--- config.mk ---
export PLATFORM = sky130hd
export DESIGN_NAME = seven_seg_scan_driver
export DESIGN_NICKNAME = d
export VERILOG_FILES = /design/src/rtl/seven_seg_scan_driver.sv
export SDC_FILE = /design/constraint.sdc
export NUM_CORES = 1
export LEC_CHECK = 0
export BUFFER_PORTS_ARGS = -buffer_cell sky130_fd_sc_hd__buf_2
export CAP_MARGIN = 10
export CORE_ASPECT_RATIO = 2
export CORE_MARGIN = 4
export CORE_UTILIZATION = 52
export CTS_BUF_LIST = sky130_fd_sc_hd__clkbuf_4 sky130_fd_sc_hd__clkbuf_8 sky130_fd_sc_hd__clkbuf_16
export CTS_CLUSTER_DIAMETER = 120
export DETAILED_ROUTE_END_ITERATION = 16
export GPL_TIMING_DRIVEN = 0
export MAX_ROUTING_LAYER = met4
export PLACE_DENSITY = 0.74
export SLEW_MARGIN = 20
export SYNTH_ARGS = -nofsm -noshare
export SYNTH_HDL_FRONTEND = slang
export SYNTH_SLANG_ARGS = --single-unit
--- constraint.sdc ---
create_clock -name clk -period 6.1 [get_ports clk]
set_input_delay 1.525 -clock clk [delete_from_list [all_inputs] [get_ports clk]]
set_output_delay 1.525 -clock clk [all_outputs]
set_load 0.02 [all_outputs]
--- src/rtl/seven_seg_scan_driver.sv ---
// rtl/seven_seg_scan_driver.sv - time-multiplexed hex driver for a common-anode 7-segment display
// Double-buffered digit data is committed only at the frame wrap so the scan never tears.
module seven_seg_scan_driver #(
  parameter int NUM_DIGITS  = 8,
  parameter int REFRESH_DIV = 100000,
  parameter int LZ_BLANK    = 0
) (
  input  logic                    clk,
  input  logic                    reset_n,
  input  logic [4*NUM_DIGITS-1:0] value_in,
  input  logic [NUM_DIGITS-1:0]   dp_in,
  input  logic [NUM_DIGITS-1:0]   en_in,
  input  logic                    load,
  output logic                    pending,
  output logic                    frame_start,
  output logic [NUM_DIGITS-1:0]   an,
  output logic [6:0]              seg,
  output logic                    dp
);

  localparam int CNT_W = $clog2(REFRESH_DIV);
  localparam int IDX_W = $clog2(NUM_DIGITS);
  localparam logic [CNT_W-1:0] CNT_MAX = CNT_W'(REFRESH_DIV - 1);
  localparam logic [IDX_W-1:0] IDX_MAX = IDX_W'(NUM_DIGITS - 1);

  logic [CNT_W-1:0]        cnt_q, cnt_d;
  logic [IDX_W-1:0]        idx_q, idx_d;
  logic [4*NUM_DIGITS-1:0] act_val_q, act_val_d, sh_val_q, sh_val_d;
  logic [NUM_DIGITS-1:0]   act_dp_q, act_dp_d, sh_dp_q, sh_dp_d;
  logic [NUM_DIGITS-1:0]   act_en_q, act_en_d, sh_en_q, sh_en_d;
  logic                    pending_q, pending_d;
  logic                    frame_start_q, frame_start_d;
  logic [NUM_DIGITS-1:0]   an_q, an_d;
  logic [6:0]              seg_q, seg_d;
  logic                    dp_q, dp_d;
  logic                    tick, wrap, nz_seen, lz_hide;

  function automatic logic [6:0] decode(input logic [3:0] nib);
    case (nib)
      4'h0: decode = 7'b0000001;
      4'h1: decode = 7'b1001111;
      4'h2: decode = 7'b0010010;
      4'h3: decode = 7'b0000110;
      4'h4: decode = 7'b1001100;
      4'h5: decode = 7'b0100100;
      4'h6: decode = 7'b0100000;
      4'h7: decode = 7'b0001111;
      4'h8: decode = 7'b0000000;
      4'h9: decode = 7'b0001100;
      4'hA: decode = 7'b0001000;
      4'hB: decode = 7'b1100000;
      4'hC: decode = 7'b0110001;
      4'hD: decode = 7'b1000010;
      4'hE: decode = 7'b0110000;
      default: decode = 7'b0111000;
    endcase
  endfunction

  always_comb begin
    cnt_d         = cnt_q;
    idx_d         = idx_q;
    act_val_d     = act_val_q;
    act_dp_d      = act_dp_q;
    act_en_d      = act_en_q;
    sh_val_d      = sh_val_q;
    sh_dp_d       = sh_dp_q;
    sh_en_d       = sh_en_q;
    pending_d     = pending_q;
    frame_start_d = 1'b0;
    an_d          = '1;
    seg_d         = 7'h7F;
    dp_d          = 1'b1;
    nz_seen       = 1'b0;
    lz_hide       = 1'b0;

    tick  = (cnt_q == CNT_MAX);
    wrap  = tick && (idx_q == IDX_MAX);
    cnt_d = tick ? '0 : cnt_q + 1'b1;
    if (tick) idx_d = wrap ? '0 : idx_q + 1'b1;

    // Commit reads the old shadow before a coincident load overwrites it.
    if (wrap) begin
      frame_start_d = 1'b1;
      if (pending_q) begin
        act_val_d = sh_val_q;
        act_dp_d  = sh_dp_q;
        act_en_d  = sh_en_q;
        pending_d = 1'b0;
      end
    end
    if (load) begin
      sh_val_d  = value_in;
      sh_dp_d   = dp_in;
      sh_en_d   = en_in;
      pending_d = 1'b1;
    end

    // Walk from the most significant digit down so nz_seen covers all digits j>=i.
    for (int i = NUM_DIGITS - 1; i >= 0; i--) begin
      nz_seen = nz_seen | (act_val_q[4*i +: 4] != 4'h0);
      lz_hide = (LZ_BLANK != 0) && (i != 0) && !nz_seen;
      if ((idx_q == IDX_W'(i)) && act_en_q[i] && !lz_hide) begin
        an_d[i] = 1'b0;
        seg_d   = decode(act_val_q[4*i +: 4]);
        dp_d    = ~act_dp_q[i];
      end
    end
  end

  always_ff @(posedge clk) begin
    if (!reset_n) begin
      cnt_q         <= '0;
      idx_q         <= '0;
      act_val_q     <= '0;
      act_dp_q      <= '0;
      act_en_q      <= '0;
      sh_val_q      <= '0;
      sh_dp_q       <= '0;
      sh_en_q       <= '0;
      pending_q     <= 1'b0;
      frame_start_q <= 1'b0;
      an_q          <= '1;
      seg_q         <= 7'h7F;
      dp_q          <= 1'b1;
    end else begin
      cnt_q         <= cnt_d;
      idx_q         <= idx_d;
      act_val_q     <= act_val_d;
      act_dp_q      <= act_dp_d;
      act_en_q      <= act_en_d;
      sh_val_q      <= sh_val_d;
      sh_dp_q       <= sh_dp_d;
      sh_en_q       <= sh_en_d;
      pending_q     <= pending_d;
      frame_start_q <= frame_start_d;
      an_q          <= an_d;
      seg_q         <= seg_d;
      dp_q          <= dp_d;
    end
  end

  assign pending     = pending_q;
  assign frame_start = frame_start_q;
  assign an          = an_q;
  assign seg         = seg_q;
  assign dp          = dp_q;

endmodule

==> results.tsv, run 1 <==
metric	value	unit
wl	23220	um
cts_resized	0	
p_leak	4.448	nW
syn_inst	1004	
grt_max_degree	19	
r2r-start	idx_q[0]	
final_cell_mix	190 x dfxtp_1, 90 x nor2_1, 89 x nand2_1, 78 x buf_2, 74 x mux2i_1	
layout_commonest_cell	dfxtp_1	
core	0.01685	sq mm
postCtsSetupBuffers	0	
port_buffers	67	
ios	69	
ant_nets	0	
power_frac_clock	46.0	%
hold_viol	0	
ff2ff_path_depth	14	
power_frac_seq	50.5	%
worstSkewPairLatency	0.44	ns
min_path_type	reg2reg	
path_clk_slew	0.07	ns
fin_hold_ws	0.4560	ns
internal_power	1.936	mW
die_x	101.0	um
comb_power_share	3.5	%
r2r_setup_slack	2.17	ns
avgSynthCellArea	8.968	sq um
power.density	247.2	mW/mm^2
start_kind	input port	
post-route-drc-count	0	
worstMarginPinSlew	0.8626	ns
drt_iter0_drc	449	
ff_latch_area	0.003804	sq mm
synth_warnings	0	
grt_pass1_vias	7275	
multiInputGateArea	0.004614	sq mm
fillers	1491	
num_rows	67	
diodes	0	
worst-setup-path-type	in2reg	
tns	0	ns
cts_root_buf	clkbuf_16	
relSlewSlack	42.49	%
routedWlPerCell	17.72	um
cap_violations	0	
layout-drive-gt1-share	13.24	%
outcome	completed	
cp-end-kind	flop	
start_util	53.43	%
grt_pass1_wl	37020	um
final-instance-count-excl-fill	1310	
clock-sinks	190	
gp_congestion	0.9369	
preCtsSetupSlack	1.489	ns
cts.htree.levels	4	
postSynthNetCount	1109	
postCtsHoldBufs	0	
placedCellCount	1278	
ys_types	56	
firstDrtPassIters	7	
max_freq	237.1	MHz
final_nets	1195	
hpwl	17570	um
vias	7443	
critical_path_required	6.40	ns
fin_skew	0.01488	ns
fin_crit_sh	69.15	%
syn_area	0.009004	sq mm
area_delta_synth_final	13.41	%
cts_tree	yes	
setup_viol	0	
cp_max_fo	10	
period_needed	4.218	ns
maxSlewViolCount	0	
clockBufferDepth	2	
grt_usage	24.76	%
gr-total-overflow	0	
peakVddDrop	0.0001770	V
hold_end	an[7]	
setup_slack	1.882	ns
min_path_cells	1	
die_y	194.1	um
numCtsBuffers	17	
p_sw_share	23.30	%
arrival	4.52	ns
rsz0062_at_grt	no	
viasPerCell	5.682	
dieArea	0.01961	sq mm
ys_seq_elements	190	
hold_start	act_en_q[7]	
yosysSeqAreaShare	42.25	%
antenna_found_initial	0	
p_sw	0.5882	mW
-- cells by family after synthesis --
family,share of synthesized area [%]
DFF,42.25
xor gates and xnor gates,2.043
and+or+nand+nor,17.12
adders and majority gates,7.504
muxes,9.394
AOI/OAI and AO/OA,15.19
buffers and inverters,6.503
-- power by group through the flow --
stage / logic, mW / registers (mW) / clock network [mW]
floorplan: 0.0531 / 1.30 / 0
global placement: 0.0885 / 1.30 / 0
detailed placement: 0.0893 / 1.30 / 0
CTS: 0.0899 / 1.27 / 1.17
global route: 0.0986 / 1.28 / 1.22
finish: 0.0890 / 1.27 / 1.16
-- cell type report --
class / count / share of cell area, %
plain buffers: 53 / 2.880
well taps: 207 / 2.536
flip-flops and latches: 190 / 37.25
repair buffers: 67 / 3.284
multi-input cells: 688 / 45.19
clock inverters: 13 / 1.630
clock buffers: 19 / 4.374
inverters: 73 / 2.855
-- synthesized netlist by cell type, drive strengths merged --
master	instances	area share, %
a31oi	1	0.070
clkinv	1	0.042
o21ai	42	2.3
clkbuf	28	1.2
a21boi	14	1.2
dfxtp	190	42
nor4	1	0.070
and2	5	0.35
buf	25	2.1
a211o	7	0.68
a41oi	1	0.097
o2bb2ai	2	0.19
nand3	49	3.0
or3b	1	0.097
nand4	13	0.90
nor2	90	3.8
inv	72	3.2
nand4b	3	0.29
a211oi	29	2.5
a2bb2oi	1	0.097
a22oi	3	0.25
a2111oi	2	0.19
mux2	7	1.2
and3b	2	0.19
o22ai	23	1.6
a221oi	1	0.097
or3	2	0.14
xnor2	11	1.1
mux2i	74	8.2
nor3	32	1.8
a311o	7	0.78
and4b	1	0.11
and3	27	1.9
xor2	10	0.97
a311oi	6	0.58
nor4b	2	0.36
ha	54	7.5
o21a	2	0.17
o211ai	8	0.67
a21oi	52	3.1
a21o	7	0.60
nand2b	5	0.35
or2	2	0.14
nand2	89	3.7
-- metal layers --
metal	track usage, %	share of wire, %
met2	44.02	54
met1	25.81	37
met4	12.43	5.0
met5	-	0
met3	3.565	4.2
-- worst max-delay path: stages --
cell       delay (ns)
buf_2            0.14
clkinv_1         0.30
buf_1            0.45
clkbuf_1         0.37
a21oi_1          0.40
inv_1            0.14
ha_1             0.41
and2_1           0.15
a211oi_1         0.04
a2111oi_0        0.46
nor4_1           0.12
-- how the worst max path moves through the flow --
| stage | start | end | slack [ns] |
|---|---|---|---|
| 2_1_floorplan | reset_n | flop | 2.59 |
| 4_1_cts | reset_n | flop | 1.94 |
| 3_3_place_gp | reset_n | flop | 1.49 |
| 6_report | reset_n | flop | 1.88 |
| 3_5_place_dp | reset_n | flop | 1.49 |
| 5_1_grt | reset_n | flop | 1.81 |
-- per-stage QoR --
stage / instance area (sq um) / util [%] / total power, mW
4_1_cts: 10210 / 60.60 / 2.536
5_1_grt: 10210 / 60.60 / 2.596
3_3_place_gp: 9598 / 56.96 / 1.391
6_report: 10210 / 60.60 / 2.524
2_1_floorplan: 9004 / - / 1.352
3_5_place_dp: 9598 / 56.96 / 1.393
No activity file was read; power rests on OpenSTA's default activity.
==> run 2, diff against run 1 <==
- ABC_AREA: not set -> 1
- PLACE_DENSITY: 0.74 -> 0.73
- clock period: 6.1 -> 4.05 ns (I/O delays scaled with it)
==> results.tsv, run 2 <==
metric	value	unit
worstSkewPairLatency	0.44	ns
outcome	completed	
antenna_found_initial	0	
layout_commonest_cell	nand2_1	
critPathMaxStageDelay	0.64	ns
peakVddDrop	0.0002626	V
layout-drive-gt1-share	11.77	%
port_buffers	67	
final_cell_mix	342 x nand2_1, 190 x dfxtp_1, 148 x inv_1, 138 x nor2_1, 120 x nand3_1	
relSlewSlack	48.09	%
clock-sinks	190	
cp-end-kind	flop	
grt_usage	25.30	%
cp_max_fo	10	
grt_max_degree	19	
fin_skew	0.01544	ns
ant_nets	0	
viasPerCell	5.303	
cts_resized	0	
maxSlewViolCount	0	
synth.most_common_cell	nand2_1	
yosys-top-cells-count	342 x nand2_1, 190 x dfxtp_1, 148 x inv_1	
fin_util	59.76	%
clockBufferDepth	2	
gr-total-overflow	0	
cts_tree	yes	
firstDrtPassIters	6	
syn_inst	1311	
core	0.01787	sq mm
die_y	199.1	um
arrival	3.39	ns
async_flop_share	0	%
netlist.area_leader.share	40.08	%
p_leak	5.304	nW
routedWlPerCell	15.42	um
fin_crit_sh	75.78	%
cts.htree.levels	4	
synth_warnings	0	
preCtsSetupSlack	0.9865	ns
syn_area	0.009490	sq mm
synth_ff_type	dfxtp_1	
area_delta_synth_final	12.52	%
wl	25030	um
hold_viol	0	
worst-setup-path-type	reg2reg	
gp_congestion	0.9169	
worstMarginPinSlew	0.7786	ns
vias	8606	
ios	69	
setup_slack	0.9808	ns
cap_violations	0	
tns	0	ns
min_path_type	reg2reg	
num_rows	69	
post-route-drc-count	0	
start_util	53.11	%
diodes	0	
die_x	103.5	um
dieArea	0.02061	sq mm
postCtsSetupBuffers	0	
synth_area_leaders	dfxtp_1 40%, nand2_1 14%, ha_1 7.1%	
grt_pass1_wl	40520	um
crit_top_cell	nand2_1	
cts_root_buf	clkbuf_16	
drt_iter0_drc	714	
synth_enable_flop_cells	0	
fin_hold_ws	0.4391	ns
hpwl	19260	um
ys_types	32	
postSynthNetCount	1416	
rsz0062_at_grt	no	
max_freq	325.8	MHz
ys_seq_elements	190	
power.density	351.2	mW/mm^2
final_nets	1502	
start_kind	flop	
avgSynthCellArea	7.239	sq um
yosysSeqAreaShare	40.08	%
period_needed	3.069	ns
setup_viol	0	
worstPathCellList	ha_1 > ha_1 > buf_4 > clkbuf_1 > nand4_1 > nand3_1 > ha_1 > nand2_1 > nand2_1 > nand2_1 > nand2_1	
total_power	3.751	mW
yosysTopAreaCell	dfxtp_1	
path_clk_slew	0.07	ns
postCtsHoldBufs	0	
critical_path_required	4.37	ns
grt_pass1_vias	8438	
slowest_stage	clkbuf_1	
numCtsBuffers	17	
-- run 2: cells by family (layout without fill, tap and decap cells) --
kind of cell / Yosys count / in the layout / synth area share (%)
buf+inv: 213 / 312 / 8.978
xor+xnor: 4 / 4 / 0.3692
compound gates: 141 / 141 / 7.713
flops: 190 / 190 / 40.08
simple gates: 709 / 709 / 35.74
fa+ha+maj: 54 / 54 / 7.119
-- run 2: layout make-up --
type                            count  area (sq um)
Buffer                             54         255.2
Clock buffer                       18         439.2
Clock inverter                     14         147.6
Fill cell                        1686          7192
Inverter                          159         596.8
Multi-Input combinational cell    908          4835
Sequential cell                   190          3804
Tap cell                          213         266.5
Timing Repair Buffer               67         335.3
-- run 2: per-stage QoR --
stage | instance area, sq um | instances
after floorplan | 9490 | 1311
after global placement | 10090 | 1591
after detailed placement | 10090 | 1591
after CTS | 10680 | 1623
after global routing | 10680 | 1623
final | 10680 | 1623
-- run 2: worst paths after layout --
| path | start | end | slack (ns) | depth (start not counted) |
|---|---|---|---|---|
| setup / recovery | idx_q[1] | flop | 0.98 | 11 |
| hold / removal | act_en_q[7] | an[7] | 0.44 | 1 |
| setup reg to reg | idx_q[1] | flop | 0.98 | 11 |
| hold reg to reg | act_en_q[7] | an[7] | 0.44 | 1 |
-- run 2: per-layer routing --
metal  share of wire [%]  vias to the layer above  wire, um  global-route usage, %
met3                 5.0                      106      1255                  2.974
li1                    -                     4383         -                      -
met2                  52                      318     13060                  46.65
met4                 6.4                        0      1594                  16.52
met1                  36                     3799      9120                  25.10
met5                   0                        -         0                      -
-- run 2: critical path, delay by kind of cell (launching register included) --
family / cells / cell delay (ns)
adder cells (fa/ha/maj): 3 / 0.80
buffers and inverters: 2 / 0.98
flip-flops: 1 / 0.40
AND/OR/NAND/NOR: 6 / 0.78
-- run 2: report_power, final --
part / switching, mW / total (mW) / internal, mW
registers: 0.0164 / 1.92 / 1.90
clock network: 0.775 / 1.66 / 0.889
logic: 0.116 / 0.167 / 0.0509
total: 0.908 / 3.75 / 2.84
==> run 3, diff against run 2 <==
- ABC_AREA: 1 -> 0
- PLACE_DENSITY: 0.73 -> 0.74
- clock period: 4.05 -> 2.9 ns (I/O delays scaled with it)
==> results.tsv, run 3 (synthesis gave the netlist of run 1 again) <==
metric	value	unit
cp-end-kind	flop	
ant_nets	0	
viasPerCell	5.734	
cts.htree.levels	4	
start_kind	flop	
wl_met2	13000	um
rsz0062_at_grt	yes	
top_layer	met4	
clock-sinks	190	
core	0.01685	sq mm
vias	7644	
cp_max_fo	10	
critical_path.startpoint	idx_q[0]	
port_buffers	67	
ff2ff_path_depth	13	
path_clk_slew	0.07	ns
setup_viol	0	
cap_violations	0	
num_rows	67	
numCtsBuffers	17	
worst-setup-path-type	reg2reg	
post-route-drc-count	0	
die_x	101.0	um
area_delta_synth_final	18.71	%
arrival	3.20	ns
layout-drive-gt1-share	19.36	%
drt_iter0_drc	396	
cts_root_buf	clkbuf_16	
gr-total-overflow	0	
antenna_found_initial	0	
p_leak	4.572	nW
outcome	completed	
maxSlewViolCount	0	
final_nets	1218	
r2r_setup_slack	0.02	ns
wl_met3	1146	um
fin_crit_sh	99.21	%
worstMarginPinSlew	0.9371	ns
dieArea	0.01961	sq mm
fin_hold_ws	0.4307	ns
relSlewSlack	37.53	%
final_cell_mix	185 x dfxtp_1, 90 x nor2_1, 89 x nand2_1, 74 x mux2i_1, 73 x buf_2	
start_util	53.43	%
hold_viol	0	
gp_congestion	0.9700	
wl_met1	8786	um
hpwl	17700	um
firstDrtPassIters	7	
diodes	0	
fin_skew	0.01065	ns
routedWlPerCell	18.28	um
r2r-start	idx_q[0]	
critical_path_required	3.23	ns
die_y	194.1	um
placedCellCount	1278	
final-instance-count-excl-fill	1333	
max_freq	347.6	MHz
cts_tree	yes	
grt_pass1_vias	7557	
worstSkewPairLatency	0.43	ns
tns	0	ns
peakVddDrop	0.0004790	V
ios	69	
grt_max_degree	17	
grt_usage	25.54	%
min_path_type	reg2reg	
power.density	485.2	mW/mm^2
period_needed	2.877	ns
layout_commonest_cell	dfxtp_1	
grt_pass1_wl	38090	um
clockBufferDepth	2	
wl	24360	um
run 3: changes by cell type in the layout (fill, tap and decap cells not counted), moves of 51 or more:
cell     before  now
nand2_1     342   89
inv_1       148   60
nand3_1     120   45
mux2i_1       0   74
o21ai_0      79   26
nand4_1      64   13
run 3: area by class of cell:
type                       count  area (sq um)
buffer                        52         325.3
clock inverter                10         106.4
inverter                      73         291.5
fill                        1412          6162
multi-input combinational    688          4885
clock buffer                  22         475.5
sequential                   190          3817
tap                          207         259.0
timing repair buffer          91         528.0
run 3: worst max-delay path, stage by stage (launching register included):
cell and delay (ns):
dfxtp_4 0.37, ha_4 0.18, ha_4 0.18, and2_4 0.18
and3b_1 0.17, clkbuf_4 0.17, buf_6 0.15, and3_1 0.19
o21a_2 0.27, ha_4 0.31, inv_1 0.08, a211oi_2 0.23
a2111oi_2 0.07, nor4_2 0.20
run 3: routing by layer:
| metal | vias up | track usage (%) |
|---|---|---|
| li1 | 3713 | - |
| met1 | 3582 | 25.51 |
| met2 | 264 | 45.17 |
| met3 | 85 | 4.033 |
| met4 | 0 | 15.24 |
| met5 | - | - |
run 3: what timing repair did:
item                                    4_1_cts  5_1_grt
hold buffers                                  0        0
setup buffers                                 5       19
pin swaps                                     6       20
gates resized for setup                      55       35
endpoints found under the setup margin       57       34
run 3: worst min path at each step:
stage / start / end / slack, ns / depth (start not counted)
global route: act_en_q[7] / an[7] / 0.45 / 1
detailed placement: act_en_q[7] / an[7] / 0.42 / 1
finish: act_en_q[7] / an[7] / 0.43 / 1
CTS: act_en_q[7] / an[7] / 0.43 / 1
floorplan: act_en_q[7] / an[7] / 0.38 / 1
global placement: act_en_q[7] / an[7] / 0.42 / 1
run 3: stage by stage:
step | power (mW) | utilization, % | setup WS [ns] | area [sq um]
finish | 5.185 | 63.43 | 0.02296 | 10690
global route | 5.319 | 63.43 | -0.1089 | 10690
floorplan | 2.844 | - | 0.01142 | 9015
detailed placement | 2.933 | 57.03 | -0.7284 | 9609
CTS | 5.201 | 61.94 | -0.09031 | 10440
global placement | 2.929 | 57.03 | -0.7112 | 9609
run 3: where the power goes:
part           total, mW  internal (mW)  switching [mW]
clock network       2.30           1.27            1.03
registers           2.68           2.65          0.0323
logic              0.202         0.0841           0.118
total               5.19           4.01            1.18
